### config.mk
export PLATFORM = sky130hd
export DESIGN_NAME = input_conditioner
export DESIGN_NICKNAME = d
export VERILOG_FILES = /design/src/rtl/input_conditioner.sv
export SDC_FILE = /design/constraint.sdc
export NUM_CORES = 1
export LEC_CHECK = 0
export ABC_AREA = 1
export ABC_CLOCK_PERIOD_IN_PS = 2150
export BUFFER_PORTS_ARGS = -buffer_cell sky130_fd_sc_hd__clkbuf_2
export CORE_UTILIZATION = 61
export CTS_CLUSTER_DIAMETER = 200
export DETAILED_ROUTE_END_ITERATION = 8
export GPL_TIMING_DRIVEN = 0
export PLACE_DENSITY = 0.86
export SYNTH_ARGS = -nofsm -noshare
export SYNTH_HDL_FRONTEND = slang
export SYNTH_SLANG_ARGS = --single-unit
### constraint.sdc
create_clock -name clk -period 2.15 [get_ports clk]
set_input_delay 0.43 -clock clk [delete_from_list [all_inputs] [get_ports clk]]
set_output_delay 0.43 -clock clk [all_outputs]
set_load 0.01 [all_outputs]
### src/rtl/input_conditioner.sv
// Per-channel synchroniser, symmetric tick-based debouncer, press/release pulses
// and optional hold-to-repeat for WIDTH mechanical inputs.
module input_conditioner #(
  parameter int WIDTH            = 7,
  parameter int SYNC_STAGES      = 2,
  parameter int SAMPLE_COUNT_MAX = 38000,
  parameter int PULSE_COUNT_MAX  = 150,
  parameter int HOLD_TICKS       = 400,
  parameter int REPEAT_TICKS     = 100
) (
  input  logic             clk,
  input  logic             rst_b,
  input  logic [WIDTH-1:0] in,
  input  logic [WIDTH-1:0] repeat_en,
  output logic [WIDTH-1:0] level,
  output logic [WIDTH-1:0] press,
  // release/repeat are reserved words, so the pulses are named rel/rpt
  output logic [WIDTH-1:0] rel,
  output logic [WIDTH-1:0] rpt
);

  localparam int TW   = (SAMPLE_COUNT_MAX > 1) ? $clog2(SAMPLE_COUNT_MAX) : 1;
  localparam int CW   = $clog2(PULSE_COUNT_MAX + 1);
  localparam int HMAX = (HOLD_TICKS > REPEAT_TICKS) ? HOLD_TICKS : REPEAT_TICKS;
  localparam int HW   = $clog2(HMAX + 1);

  logic [SYNC_STAGES-1:0][WIDTH-1:0] sync_p;
  logic [WIDTH-1:0]                  s;
  logic [TW-1:0]                     tick_cnt;
  logic                              tick;
  logic [CW-1:0]                     cnt [WIDTH];
  logic [HW-1:0]                     hc [WIDTH];
  logic [WIDTH-1:0]                  hc_rep;
  logic [WIDTH-1:0]                  flip;
  logic [WIDTH-1:0]                  rep_due;

  // Stage 0: metastability synchroniser
  always_ff @(posedge clk or negedge rst_b) begin
    if (!rst_b) begin
      sync_p <= '0;
    end else begin
      sync_p <= {sync_p[SYNC_STAGES-2:0], in};
    end
  end

  assign s = sync_p[SYNC_STAGES-1];

  // Stage 1: shared sample tick
  always_ff @(posedge clk or negedge rst_b) begin
    if (!rst_b) begin
      tick_cnt <= '0;
    end else if (tick) begin
      tick_cnt <= '0;
    end else begin
      tick_cnt <= tick_cnt + TW'(1);
    end
  end

  assign tick = (tick_cnt == TW'(SAMPLE_COUNT_MAX - 1));

  always_comb begin
    flip    = '0;
    rep_due = '0;
    for (int i = 0; i < WIDTH; i++) begin
      flip[i]    = tick && (s[i] != level[i]) && (cnt[i] == CW'(PULSE_COUNT_MAX - 1));
      rep_due[i] = tick && level[i] && repeat_en[i] &&
                   ((hc[i] + HW'(1)) == (hc_rep[i] ? HW'(REPEAT_TICKS) : HW'(HOLD_TICKS)));
    end
  end

  // Stage 2: debounced level, edge pulses and auto-repeat
  always_ff @(posedge clk or negedge rst_b) begin
    if (!rst_b) begin
      for (int i = 0; i < WIDTH; i++) begin
        cnt[i] <= '0;
        hc[i]  <= '0;
      end
      hc_rep <= '0;
      level  <= '0;
      press  <= '0;
      rel    <= '0;
      rpt    <= '0;
    end else begin
      for (int i = 0; i < WIDTH; i++) begin
        if (tick) begin
          if ((s[i] == level[i]) || flip[i]) begin
            cnt[i] <= '0;
          end else begin
            cnt[i] <= cnt[i] + CW'(1);
          end
        end

        press[i] <= flip[i] & ~level[i];
        rel[i]   <= flip[i] & level[i];
        if (flip[i]) begin
          level[i] <= ~level[i];
        end

        // A release landing on a due repeat wins: the hold state is simply dropped.
        if (!level[i] || !repeat_en[i] || flip[i]) begin
          hc[i]     <= '0;
          hc_rep[i] <= 1'b0;
          rpt[i]    <= 1'b0;
        end else if (rep_due[i]) begin
          hc[i]     <= '0;
          hc_rep[i] <= 1'b1;
          rpt[i]    <= 1'b1;
        end else begin
          rpt[i] <= 1'b0;
          if (tick) begin
            hc[i] <= hc[i] + HW'(1);
          end
        end
      end
    end
  end

endmodule

# After elaboration in Yosys (flattened, before gate mapping)
# Cells that the tools add are included.
# word_totals
input_bits	16
regBits	184
# classes
bitwise	21
reduce_logical	84
n_eq_ne	29
add_sub_neg	15
n_mux	64
# op_table
cell	n
9-bit 2-to-1 mux	28
9-bit by 1-bit adder with 9-bit output (second input constant)	7
9-bit == test	7
8-bit by 1-bit adder with 8-bit output (second input constant)	7
8-bit == test (second input constant)	7
8-bit 2-to-1 mux	7
1-bit logical AND	35
1-bit 2-to-1 mux	28
1-bit logical OR	21
3-bit nonzero test	7
16-bit by 1-bit adder with 16-bit output (second input constant)	1
16-bit == test (second input constant)	1
16-bit 2-to-1 mux	1
1-bit bitwise AND	14
1-bit zero test	14
2-bit nonzero test	7
1-bit == test	7
1-bit != test	7
1-bit inverter	7

# Longest topological paths before layout
# Gate-level depths: netlist (run 1).
# depth
word_depth	6
depth_mapped	13

# Worst setup path after synthesis (run 1)
# OpenSTA, ideal clock, no wires.
# synth_timing
path_kind	register -> register
startpoint	reg tick_cnt[0]
endpoint	reg cnt[15] in the netlist's numbering
period_less_slack_ps	1676
path_buffers	2
setup_ps	123
arrival_time_ps	1553
stages_incl_launch_ff	11
path_slack_ps	474
path_cell_list	dfrtp_1 ha_1 nand3_2 nor2_4 nand2_4 inv_4 buf_6 buf_6 nand4_1 o21ai_0 a21oi_1
# synth_via
elab_chain_cells	5
# synth_lines
item	line_no	text
start: declaration	29	logic [TW-1:0] tick_cnt;
start signal: assignment	55	tick_cnt <= tick_cnt + TW'(1);
16-bit == test (*)	59	assign tick = (tick_cnt == TW'(SAMPLE_COUNT_MAX - 1));
1-bit logical AND (2 in a row)	65	flip[i] = tick && (s[i] != level[i]) && (cnt[i] == CW'(PULSE_COUNT_MAX - 1));
1-bit logical OR	86	if ((s[i] == level[i]) || flip[i]) begin
8-bit 2-to-1 mux	86	
end signal: indexed assignment	89	cnt[i] <= cnt[i] + CW'(1);
end: declaration	31	logic [CW-1:0] cnt [WIDTH];
# Every way passes the cells marked *; elsewhere a longest branch is shown, timed or not.
# A chain may end at the register's enable or synchronous reset.

# Worst setup path after layout (run 1)
# layout_timing
startpoint	reg tick_cnt[13]
endpoint	reg hc[52] in the netlist's numbering
# layout_via
elab_chain_cells	6
elab_cells_between_ends	10
# layout_lines
item	line_no	text
16-bit == test (*)	59	
1-bit logical AND (3 in a row)	66	rep_due[i] = tick && level[i] && repeat_en[i] &&
9-bit 2-to-1 mux	104	end else if (rep_due[i]) begin
9-bit 2-to-1 mux	100	if (!level[i] || !repeat_en[i] || flip[i]) begin
end signal: indexed assignment	111	hc[i] <= hc[i] + HW'(1);
end: declaration	32	logic [HW-1:0] hc [WIDTH];
# Marked as above.

==> impl_metrics.csv, run 1 <==
group,metric,value,unit
critical_path,critPathMaxFanout,10,
power_and_ir_drop,leakagePower,0.005668,uW
status,outcome,"finished, final reports clean",
clock_tree,cts_buffers,17,
layout,stdcell_area,11720,sq um
layout,n_fill_cell,1364,
synthesis,synth_top_area_share,43.40,%
critical_path,crit_type,"reg2reg",
synthesis,synth_seq_cells,184,
synthesis,netlist_instances,1454,
grt,antenna_found_initial,0,
grt,grt-ovfl-total,0,
critical_path,critPathCaptureType,"flip-flop",
routing,dr.pass1.iters,6,
synthesis,ys_warn_count,0,
synthesis,avgSynthCellArea,7.297,sq um
sta,finClkSkew,0.008817,ns
sta,hold_slack,0.004983,ns
run,maxCapViolCount,0,
layout,diodes,0,
critical_path,timing.rr.end,"hc[52]$_DFFE_PN0P_",
critical_path,cp-startpoint,"tick_cnt[13]$_DFF_PN0_",
layout,syn_to_final_growth,10.49,%
clock_tree,cts_resized,0,
sta,fin_crit_sh,92.94,%
synthesis,synth_most_common_cell,"nand2_1",
die,die_x,133.9,um
critical_path,worstReg2RegStart,"tick_cnt[13]$_DFF_PN0_",
synthesis,yosysTopAreaCell,"dfrtp_1",
die,core-area,16760,sq um
placement,portBuffers,43,
synthesis,syn_area,10610,sq um
synthesis,ys_types,43,
layout,fin_nets,1562,
grt,grt_pass1_wl,41970,um
die,initial_core_util,63.31,%
synthesis,synth-main-ff-cell,"dfrtp_1",
die,fp-row-count,47,
clock_tree,post_cts_buffers,0,
die,pin_count,44,
grt,busiest_layer,"met2",
synthesis,synth_edf_count,0,
sta,max_slew_margin,57.15,%
synthesis,synth_common_cells,"403 x nand2_1, 211 x nor2_1, 184 x dfrtp_1",
routing,drc,0,
grt,grtUsageMet1,37.01,%
clock_tree,clock_path_buffers,2,
grt,use_met2,48.82,%
placement,place_area,11140,sq um
die,die_y,133.9,um
layout,layout.cells.non_filler,1750,
critical_path,rrSetupSlack,0.15,ns
routing,num_vias,9726,
clock_tree,cts_htree_levels,4,
synthesis,netlist_top_cells_area,"dfrtp_1 43%, nand2_1 14%, nand3_1 8.5%",
clock_tree,clock-sinks,184,
grt,grt_pass1_vias,9273,
placement,routabilityCongestion,0.8988,
routing,wl_per_cell,14.01,um
synthesis,async_reset_ff_share,100.0,%
placement,pre_cts_slack,0.08428,ns
die,die-area,17930,sq um
critical_path,cp.required,2.48,ns
clock_tree,root_buffer,"clkbuf_16",
sta,setup_viol,0,
sta,rsz0062_at_grt,"yes",
routing,wl,24520,um
sta,finalHoldViolCount,0,
sta,max_freq,500.4,MHz
power_and_ir_drop,powerDensity,557.8,nW/um^2
placement,dp_hpwl,16290,um
clock_tree,holdBufCountCts,0,
clock_tree,cts_tree,"built",
hold_path,hold_path_class,"in2async",
critical_path,cp-start-kind,"flip-flop",
sta,setup_slack,0.1518,ns
sta,slew_viol_final,0,
layout,drive_above_1_share,9.935,%
power_and_ir_drop,ir_drop,588.6,uV
critical_path,r2r_cells,10,
grt,grt_max_degree,107,
synthesis,synthesis.nets,1499,
clock_tree,worstSkewPairLatency,0.44,ns
grt,grt.total_usage,28.85,%
routing,viasPerCell,5.558,
sta,fin_setup_tns,0,ns
synthesis,ys_seq_area_share,43.40,%
clock_tree,clkTransAtPathRegs,0.07,ns
placement,dp_cells,1718,
critical_path,critPathArrivalTime,2.33,ns
grt,grt_use_met3,5.026,%
routing,drt_iter0_markers,762,
sta,layout_min_cycle_time,1.998,ns
sta,worst_pin_slew,0.6428,ns
routing,ant_nets,0,
## cell usage in the layout, fill, tap and decap left out, types with 5 or more instances in the layout
cell	synthesis	routed
buf_2	18	18
nand4_1	22	22
o21ai_0	37	35
clkbuf_16	0	17
inv_6	0	5
a21oi_1	45	45
nor2_1	211	209
nor3_1	26	25
and2_1	9	9
xor2_1	28	28
ha_1	29	28
nand2_2	6	9
nand3_1	180	180
clkbuf_2	1	46
o21ai_1	4	6
nand3b_1	10	10
o21bai_1	7	7
inv_1	162	161
o22ai_1	5	5
nand2_1	403	400
dfrtp_1	184	184
xnor2_1	8	8
nor2_2	10	11
buf_6	5	5
## power breakdown
part           switching (uW)  internal (uW)
combinational            86.3           22.5
sequential               4.71           3470
clock                    1460           1500
total                    1550           4990
## per-stage QoR
stage	total power, uW	util, %
2_1_floorplan	3561	-
3_3_place_gp	3649	66.23
3_5_place_dp	3658	66.45
4_1_cts	6578	69.70
5_1_grt	6727	69.95
6_report	6540	69.95
## critical path, cell delays in order (launching register included)
cell     delay (ns)
dfrtp_1        0.43
nor2_1         0.12
nand2_1        0.13
nor2_1         0.19
nand2_1        0.26
inv_2          0.21
nand2_1        0.08
nor2_2         0.21
nor2_4         0.11
nand3_1        0.11
nand2_1        0.06
## how the worst max path moves through the flow
stage / slack (ns) / endpoint
3_3_place_gp: -2.74 / hc[33]$_DFFE_PN0P_
3_5_place_dp: 0.08 / cnt[45]$_DFFE_PN0N_
6_report: 0.15 / hc[52]$_DFFE_PN0P_
5_1_grt: -0.009 / hc[51]$_DFFE_PN0P_
4_1_cts: 0.07 / cnt[45]$_DFFE_PN0N_
2_1_floorplan: 0.47 / cnt[15]$_DFFE_PN0N_
## sequential cells by signal, summed over array words and instances (netlist names)
name      cells
hc           63
cnt          56
tick_cnt     16
hc_rep        7
level         7
press         7
rel           7
rpt           7
s             7
sync_p        7
## cell type report
| class | instances | area [sq um] | area share [%] |
|---|---|---|---|
| buffer | 32 | 192.7 | 1.644 |
| clock inverter | 15 | 118.9 | 1.014 |
| multi-input combinational | 1071 | 5221 | 44.54 |
| inverter | 167 | 634.4 | 5.411 |
| sequential | 184 | 4604 | 39.27 |
| clock buffer | 17 | 425.4 | 3.629 |
| tap | 220 | 275.3 | 2.348 |
| timing repair buffer | 44 | 251.5 | 2.145 |
## per-layer routing
metal / vias up / share of wire [%]
met5: - / 0
met4: 0 / 2.0
met3: 42 / 5.8
met2: 337 / 50
met1: 4567 / 43
li1: 4780 / -
## cells by family after synthesis
kind of cell / count (synthesis) / synth area share, %
compound gates: 110 / 5.743
xor+xnor: 36 / 2.972
fa+ha+maj: 29 / 3.420
buf+inv: 199 / 7.712
flops: 184 / 43.40
simple gates: 896 / 36.76
Note: power is estimated with default switching activity, not from simulation.
==> inputs of run 2 (changes only) <==
Settings changed: CELL_PAD_IN_SITES_DETAIL_PLACEMENT set to 1, CELL_PAD_IN_SITES_GLOBAL_PLACEMENT set to 1, CORE_UTILIZATION 61 to 46, PLACE_DENSITY 0.86 to 0.87.
==> run 2 against run 1 <==
Against the previous run:
- final cell count increased by 4.0%
- non-clock buffer count increased by 3
- critical path depth decreased by 1
- critical endpoint is now level[6]$_DFFE_PN0P_
- worst setup slack got worse by 0.083 ns
- largest cell class unchanged
==> impl_metrics.csv, run 2 (synthesis gave the netlist of run 1 again) <==
group,metric,value,unit
routing,num_vias,9728,
clock_tree,clock-sinks,184,
layout,fin_nets,1567,
sta,finalHoldViolCount,0,
die,die_y,153.9,um
clock_tree,root_buffer,"clkbuf_16",
routing,dr.pass1.iters,5,
routing,wl_per_cell,16.10,um
routing,viasPerCell,5.345,
critical_path,timing.rr.end,"level[6]$_DFFE_PN0P_",
grt,grt_pass1_wl,49560,um
status,outcome,"finished, final reports clean",
die,core-area,22640,sq um
critical_path,critPathCaptureType,"flip-flop",
power_and_ir_drop,leakagePower,0.005748,uW
grt,grt_max_degree,72,
layout,final_util,53.00,%
placement,dp_hpwl,20500,um
die,initial_core_util,46.86,%
die,fp-row-count,55,
hold_path,hold_path_class,"in2reg",
critical_path,cp.required,2.47,ns
grt,grt.total_usage,26.02,%
clock_tree,cts_buffers,17,
routing,drt_iter0_markers,457,
clock_tree,cts_tree,"built",
sta,slew_viol_final,0,
die,die-area,23680,sq um
routing,drc,0,
placement,place_area,11250,sq um
layout,final_common_cell,"nand2_1",
layout,stdcell_area,12000,sq um
hold_path,hold_path_end,"sync_p[5]$_DFF_PN0_",
run,maxCapViolCount,0,
clock_tree,cts_htree_levels,4,
hold_path,hold_depth,1,
power_and_ir_drop,powerDensity,579.7,nW/um^2
clock_tree,clock_path_buffers,2,
clock_tree,clkTransAtPathRegs,0.07,ns
critical_path,critPathArrivalTime,2.40,ns
layout,final_cell_mix,"397 x nand2_1, 207 x nor2_1, 183 x dfrtp_1",
die,die_x,153.9,um
critical_path,rrSetupSlack,0.07,ns
critical_path,crit_type,"reg2reg",
layout,largest_register,"hc",
layout,syn_to_final_growth,13.09,%
power_and_ir_drop,ir_drop,491.1,uV
critical_path,cp-start-kind,"flip-flop",
placement,routabilityCongestion,0.8362,
layout,largest_reg_flops,63,
sta,worst_pin_slew,0.7084,ns
layout,drive_above_1_share,10.68,%
sta,max_freq,480.4,MHz
sta,hold_slack,0.08361,ns
sta,setup_viol,0,
sta,fin_crit_sh,96.82,%
grt,grt_pass1_vias,10310,
placement,portBuffers,43,
die,pin_count,44,
sta,finClkSkew,0.01298,ns
critical_path,r2r_cells,9,
routing,ant_nets,0,
grt,grt-ovfl-total,0,
critical_path,critPathMaxFanout,10,
routing,wl,29300,um
sta,max_slew_margin,52.62,%
hold_path,min-delay-start,"in[5]",
layout,diodes,0,
grt,antenna_found_initial,0,
layout,reg_top3,"hc x63, cnt x56, tick_cnt x16",
critical_path,worstReg2RegStart,"tick_cnt[11]$_DFF_PN0_",
clock_tree,worstSkewPairLatency,0.45,ns
sta,layout_min_cycle_time,2.082,ns
sta,rsz0062_at_grt,"yes",
[run 2: metal layers]
layer  up-vias  wire (um)  track usage, %
met5         -          0               0
met4         0        596           9.238
met3        43        815           3.918
met2       147      14770           46.32
met1      4772      13120           31.97
li1       4766          -               -
[run 2: stage by stage]
stage	instances	setup slack [ns]	TNS (ns)	power [uW]
3_3_place_gp	1782	-2.977	-543.90	3653
5_1_grt	1820	-0.01202	-0.05750	7179
4_1_cts	1817	-0.001288	-0.001288	7031
3_5_place_dp	1784	-0.06147	-0.5881	3669
2_1_floorplan	1454	0.4738	0	3561
6_report	1820	0.06832	0	6956
[run 2: worst max-delay path by stage]
stage,slack (ns),start,depth (start not counted),end
6_report,0.07,tick_cnt[11]$_DFF_PN0_,9,level[6]$_DFFE_PN0P_
5_1_grt,-0.01,tick_cnt[11]$_DFF_PN0_,11,hc[24]$_DFFE_PN0P_
4_1_cts,-0.001,tick_cnt[0]$_DFF_PN0_,11,cnt[26]$_DFFE_PN0N_
3_5_place_dp,-0.06,tick_cnt[0]$_DFF_PN0_,10,cnt[42]$_DFFE_PN0N_
3_3_place_gp,-2.98,rst_b,1,hc[33]$_DFFE_PN0P_
2_1_floorplan,0.47,tick_cnt[0]$_DFF_PN0_,10,cnt[15]$_DFFE_PN0N_
[run 2: cell type report]
| class | instances | area [sq um] |
|---|---|---|
| timing repair buffer | 47 | 296.5 |
| clock buffer | 22 | 484.2 |
| sequential | 184 | 4606 |
| inverter | 167 | 634.4 |
| fill | 2941 | 10640 |
| clock inverter | 10 | 142.6 |
| buffer | 32 | 205.2 |
| tap | 285 | 356.6 |
| multi-input combinational | 1073 | 5274 |
[run 2: where the power goes]
| part | total, uW | switching (uW) | internal, uW |
|---|---|---|---|
| registers | 3480 | 5.55 | 3470 |
| clock network | 3360 | 1400 | 1960 |
| logic | 120 | 91.1 | 29.3 |
[run 2: repair_timing]
item                                    4_1_cts  5_1_grt
hold endpoints to repair                     44        0
pin swaps                                     0        5
gates cloned                                  0        2
buffers inserted                              0        1
resized for setup                             6       28
endpoints found under the setup margin       36      105
hold buffers                                  1        0
[run 2: critical path: stages (launching register included)]
cell     delay (ns)
dfrtp_1        0.43
nor2_1         0.17
nand2_1        0.15
nor2_4         0.19
nand2_8        0.13
inv_8          0.12
buf_6          0.18
buf_4          0.24
nand2_1        0.15
xor2_1         0.18
